===== src/rtl/wb_regfile.sv =====
// wb_regfile: write-back stage register plus general-purpose register file.
//
// The MEM/WB pipeline register captures the write request coming out of the
// MEM stage. One cycle later the held request is committed into the register
// array, unless the pipeline is stalled. Two combinational read ports see, in
// priority order, the in-flight MEM write, the held WB write and the array.
// This lets a dependent instruction read a result before it is committed.
//
// Parameters
//   DATA_W      register / data width
//   ADDR_W      register address width (array holds 2**ADDR_W entries)
//
// Ports
//   clk         clock, all state changes on the rising edge
//   rst         synchronous active-high reset
//   wd_i        MEM-stage destination register
//   wreg_i      MEM-stage write enable
//   wdata_i     MEM-stage write data
//   stall_i     hold the MEM/WB register and suppress commit
//   flush_i     replace the MEM/WB register with a bubble
//   re1_i/re2_i           read enables
//   raddr1_i/raddr2_i     read addresses
//   rdata1_o/rdata2_o     combinational read data
//   wb_wd_o/wb_wreg_o/wb_wdata_o  registered MEM/WB contents
//   wr_count_o  number of committed writes (wraps)

module wb_regfile #(
  parameter int unsigned DATA_W = 32,
  parameter int unsigned ADDR_W = 5
) (
  input  logic              clk,
  input  logic              rst,
  // MEM stage write request
  input  logic [ADDR_W-1:0] wd_i,
  input  logic              wreg_i,
  input  logic [DATA_W-1:0] wdata_i,
  // Pipeline control
  input  logic              stall_i,
  input  logic              flush_i,
  // Read port 1
  input  logic              re1_i,
  input  logic [ADDR_W-1:0] raddr1_i,
  output logic [DATA_W-1:0] rdata1_o,
  // Read port 2
  input  logic              re2_i,
  input  logic [ADDR_W-1:0] raddr2_i,
  output logic [DATA_W-1:0] rdata2_o,
  // MEM/WB register contents
  output logic [ADDR_W-1:0] wb_wd_o,
  output logic              wb_wreg_o,
  output logic [DATA_W-1:0] wb_wdata_o,
  // Committed write counter
  output logic [31:0]       wr_count_o
);

  localparam int unsigned NumRegs = 2 ** ADDR_W;

  // ---------------------------------------------------------------------------
  // MEM/WB pipeline register
  // ---------------------------------------------------------------------------
  logic [ADDR_W-1:0] wb_wd_q, wb_wd_d;
  logic              wb_wreg_q, wb_wreg_d;
  logic [DATA_W-1:0] wb_wdata_q, wb_wdata_d;

  // Flush beats stall; reset is handled in the flop itself.
  always_comb begin
    wb_wd_d    = wb_wd_q;
    wb_wreg_d  = wb_wreg_q;
    wb_wdata_d = wb_wdata_q;
    if (flush_i) begin
      wb_wd_d    = '0;
      wb_wreg_d  = 1'b0;
      wb_wdata_d = '0;
    end else if (!stall_i) begin
      wb_wd_d    = wd_i;
      wb_wreg_d  = wreg_i;
      wb_wdata_d = wdata_i;
    end
  end

  always_ff @(posedge clk) begin
    if (rst) begin
      wb_wd_q    <= '0;
      wb_wreg_q  <= 1'b0;
      wb_wdata_q <= '0;
    end else begin
      wb_wd_q    <= wb_wd_d;
      wb_wreg_q  <= wb_wreg_d;
      wb_wdata_q <= wb_wdata_d;
    end
  end

  // ---------------------------------------------------------------------------
  // Commit
  // ---------------------------------------------------------------------------
  // A flush retires the held entry before clearing it, so flush overrides the
  // stall suppression. Writes to register 0 are dropped here.
  logic commit;

  assign commit = wb_wreg_q && (wb_wd_q != '0) && (!stall_i || flush_i) && !rst;

  // ---------------------------------------------------------------------------
  // Register array
  // ---------------------------------------------------------------------------
  logic [DATA_W-1:0] mem_q [NumRegs];

  always_ff @(posedge clk) begin
    if (rst) begin
      for (int unsigned i = 0; i < NumRegs; i++) begin
        mem_q[i] <= '0;
      end
    end else if (commit) begin
      mem_q[wb_wd_q] <= wb_wdata_q;
    end
  end

  // ---------------------------------------------------------------------------
  // Committed write counter
  // ---------------------------------------------------------------------------
  logic [31:0] wr_count_q, wr_count_d;

  // Natural 32-bit overflow provides the wrap to zero.
  always_comb begin
    wr_count_d = wr_count_q;
    if (commit) begin
      wr_count_d = wr_count_q + 32'd1;
    end
  end

  always_ff @(posedge clk) begin
    if (rst) begin
      wr_count_q <= '0;
    end else begin
      wr_count_q <= wr_count_d;
    end
  end

  // ---------------------------------------------------------------------------
  // Read ports
  // ---------------------------------------------------------------------------
  // The address-0 test comes first, so a write aimed at r0 is never forwarded.
  function automatic logic [DATA_W-1:0] read_port(
    input logic              rst_in,
    input logic              re,
    input logic [ADDR_W-1:0] raddr,
    input logic              mem_wreg,
    input logic [ADDR_W-1:0] mem_wd,
    input logic [DATA_W-1:0] mem_wdata,
    input logic              wb_wreg,
    input logic [ADDR_W-1:0] wb_wd,
    input logic [DATA_W-1:0] wb_wdata,
    input logic [DATA_W-1:0] arr_data
  );
    logic [DATA_W-1:0] data;
    if (rst_in || !re || (raddr == '0)) begin
      data = '0;
    end else if (mem_wreg && (mem_wd == raddr)) begin
      data = mem_wdata;
    end else if (wb_wreg && (wb_wd == raddr)) begin
      data = wb_wdata;
    end else begin
      data = arr_data;
    end
    return data;
  endfunction

  always_comb begin
    rdata1_o = read_port(rst, re1_i, raddr1_i, wreg_i, wd_i, wdata_i,
                         wb_wreg_q, wb_wd_q, wb_wdata_q, mem_q[raddr1_i]);
  end

  always_comb begin
    rdata2_o = read_port(rst, re2_i, raddr2_i, wreg_i, wd_i, wdata_i,
                         wb_wreg_q, wb_wd_q, wb_wdata_q, mem_q[raddr2_i]);
  end

  // ---------------------------------------------------------------------------
  // Registered outputs
  // ---------------------------------------------------------------------------
  // Masked during reset so every output is 0 even before the first reset edge.
  assign wb_wd_o    = rst ? '0   : wb_wd_q;
  assign wb_wreg_o  = rst ? 1'b0 : wb_wreg_q;
  assign wb_wdata_o = rst ? '0   : wb_wdata_q;
  assign wr_count_o = rst ? '0   : wr_count_q;

endmodule


===== config.mk =====
export PLATFORM = sky130hd
export DESIGN_NAME = wb_regfile
export DESIGN_NICKNAME = d
export VERILOG_FILES = /design/src/rtl/wb_regfile.sv
export SDC_FILE = /design/constraint.sdc
export NUM_CORES = 2
export LEC_CHECK = 0
export ABC_AREA = 1
export BUFFER_PORTS_ARGS = -buffer_cell sky130_fd_sc_hd__buf_4
export CELL_PAD_IN_SITES_DETAIL_PLACEMENT = 1
export CELL_PAD_IN_SITES_GLOBAL_PLACEMENT = 1
export CORE_ASPECT_RATIO = 1.1
export CORE_MARGIN = 2
export CORE_UTILIZATION = 35
export CTS_CLUSTER_SIZE = 16
export DETAILED_ROUTE_END_ITERATION = 10
export PLACE_DENSITY_LB_ADDON = 0.1
export SETUP_SLACK_MARGIN = 0.15
export SYNTH_ARGS = -nofsm -noshare
export SYNTH_HDL_FRONTEND = slang
export SYNTH_SLANG_ARGS = --single-unit

===== constraint.sdc =====
create_clock -name clk -period 3.3 [get_ports clk]
set_clock_uncertainty 0.05 [all_clocks]
set_input_delay 0.33 -clock clk [delete_from_list [all_inputs] [get_ports clk]]
set_output_delay 0.33 -clock clk [all_outputs]
set_load 0.01 [all_outputs]

==> metrics.txt <==
initial DRC count 6917; CTS H-tree depth 4; final setup TNS 0 ns; num ports 188; TritonCTS clock tree built; Die X 403 µm; Synth warnings 0; Hold Path Class in2reg; Final nets 7934; crit path from raddr1_i[4]; design area 72000 µm²; synthesized area 61400 µm²; Commonest cells post-synth nand2_1 (2101), nor2_1 (1371), edfxtp_1 (1024); most common cell in the netlist nand2_1; hold slack 0.0996 ns; Post-synth EDFFs 1024; Max-slew headroom 0.313; period utilization 0.976; first-pass GRT wire length 439000 µm; reg2reg start wb_wd_q[4]$_SDFFE_PP0N_; share of layout cells above drive strength 1 0.106; Peak VDD IR 0.583 mV; GRT Util Overall 0.341; Layout area overhead 17.2%; leakage power total 27.6 nW; ys flop type edfxtp_1; initial core utilization 0.352; Register Area 32200 µm²; Root Driver clkbuf_16; Die Footprint 179000 µm²; status finished clean; CP arrival 2.84 ns; Die Y 443 µm; Clock Tree Buf Depth 3; clk sinks 1094; Hold Crit Start flush_i; Antenna Violating Nets Remaining 0; Crit Path Max Fanout 25; flops & latches, synth 1094; Pwr Total 0.0353 W; Post-Syn Instances 7810; vias in the first global route 59642; WL final 310000 µm; latest clock arrival within the worst-skew pair 0.80 ns; met1 usage 0.442; top cell type's share of synthesized area 0.501; core area 175000 µm²; largest net degree at the start of global routing 92; # rows 161; fillcell total 20705; clock-pin slew on the worst setup and hold paths 0.06 ns; max-slew violation count 0; Seq/Total Area, Yosys 0.523; Most Crowded Layer GR met2; placed cell area 67100 µm²; unique cell type count in the Yosys netlist 35; RSZ-0062 raised after global routing true; initial antenna violation count 15; drt first pass iters 6; Syn Area/Cell 7.87 µm²; CP startpoint kind primary input; Vias/cell 5.86; post-route setup slack 0.0783 ns; CP Capture Type primary output; Placer Congestion 0.902; post-placement setup slack 0.115 ns; cell taking the most area after synthesis edfxtp_1; Worst EP required 2.92 ns; Global Route met3 Usage 0.0623; fin crit period 3.22 ns; HPWL after DPL 194000 µm; Routed WL per cell 30.2 µm; post-synthesis async set-or-reset flop share 0; CTS buffer count 134; P per Cell Area 490 nW/µm²; Synth area leaders edfxtp_1 (50%), nand2_1 (13%), nor2_1 (8.4%); grt ovf 0; worst setup path category in2out; Multi-input gate area 25000 µm²; Finish-stage setup viols 0; DR vias 60205; max-cap viol count 0; GRT met2 Usage 0.543; Slew @ Worst Pin 1.03 ns; Max Clk Rate 310 MHz; port bufs 187; DRC Markers 0; hold violation count in the final report 0
==> flip-flops by register name (all words and copies together) (netlist names) <==
name,count
mem_q,1024
wb_wd_q,5
wb_wdata_q,32
wb_wreg_q,1
wr_count_q,32
==> through the flow <==
| step | cells | util |
|---|---|---|
| finish | 10267 | 0.412 |
| global placement | 9980 | 0.384 |
| global route | 10259 | 0.412 |
| floorplan | 7841 | - |
| detailed placement | 9980 | 0.384 |
| CTS | 10259 | 0.412 |
==> cells by family after synthesis <==
logic type               synth area share
XOR/XNOR                          0.00200
flip-flops                          0.523
AND/OR/NAND/NOR                     0.299
adder cells (fa/ha/maj)          0.000204
AO/OA/AOI/OAI                      0.0988
other                           0.0000610
buffers and inverters              0.0768
==> power breakdown <==
part	switching, W	internal (W)	total, W
clock	0.00621	0.00848	0.0147
combinational	0.00349	0.00128	0.00477
sequential	0.000214	0.0156	0.0158
total	0.00991	0.0253	0.0353
==> path summary, 6_finish.rpt <==
kind | endpoint | slack [ns] | depth (start not counted)
setup / recovery | rdata1_o[16] | 0.08 | 11
hold / removal | wb_wdata_q[16]$_SDFFE_PP0N_ | 0.1 | 5
setup reg to reg | mem_q[8][3]$_SDFFCE_PN0P_ | 0.76 | 9
hold reg to reg | wr_count_q[31]$_SDFFE_PP0P_ | 0.42 | 2
==> cells in the final DEF, fill, tap and decap left out, drive strengths merged, types with 3 or more instances in the layout <==
cell type	synthesis	final
nand2	2102	2102
nor2	1372	1372
edfxtp	1024	1024
nand3	995	995
buf	368	542
inv	436	438
o21ai	391	391
o211ai	355	355
a21oi	260	260
clkbuf	313	183
clkinv	35	73
dfxtp	70	70
dlygate4sd3	0	39
nor3	34	34
conb	1	32
xor2	14	14
o22ai	9	9
diode	0	8
or2	8	8
bufinv	0	8
nand4	7	7
a211oi	7	7
clkinvlp	0	3
==> cell type report <==
type                       instances  share of cell area
clock buffer                     183              0.0518
antenna                            8            0.000278
timing repair buffer             583              0.0827
multi-input combinational       5595               0.347
clock inverter                    51             0.00605
sequential                      1094               0.447
inverter                         471              0.0253
tap                             2282              0.0397
==> repair_timing <==
item                                    CTS  global route
hold buffers                             39             0
endpoints found under the setup margin   64            32
setup buffers                             3             0
pin swaps                                 2             3
gates resized for setup                  33            12
gates cloned                              3             0
hold endpoints to repair                 45             0
==> routing by layer <==
layer | share of wire | up-vias
li1 | - | 26102
met1 | 0.40 | 30517
met2 | 0.46 | 2796
met3 | 0.083 | 782
met4 | 0.055 | 8
met5 | 0.00015 | -
==> critical path: stages <==
cell	delay (ns)
buf_4	0.09
clkinv_2	0.37
buf_4	0.40
nand4_1	0.12
nand3_1	0.07
inv_1	0.08
buf_4	0.40
o21ai_0	0.36
buf_4	0.24
a21oi_2	0.17
buf_4	0.16
Power figures use the tool's default switching activity.
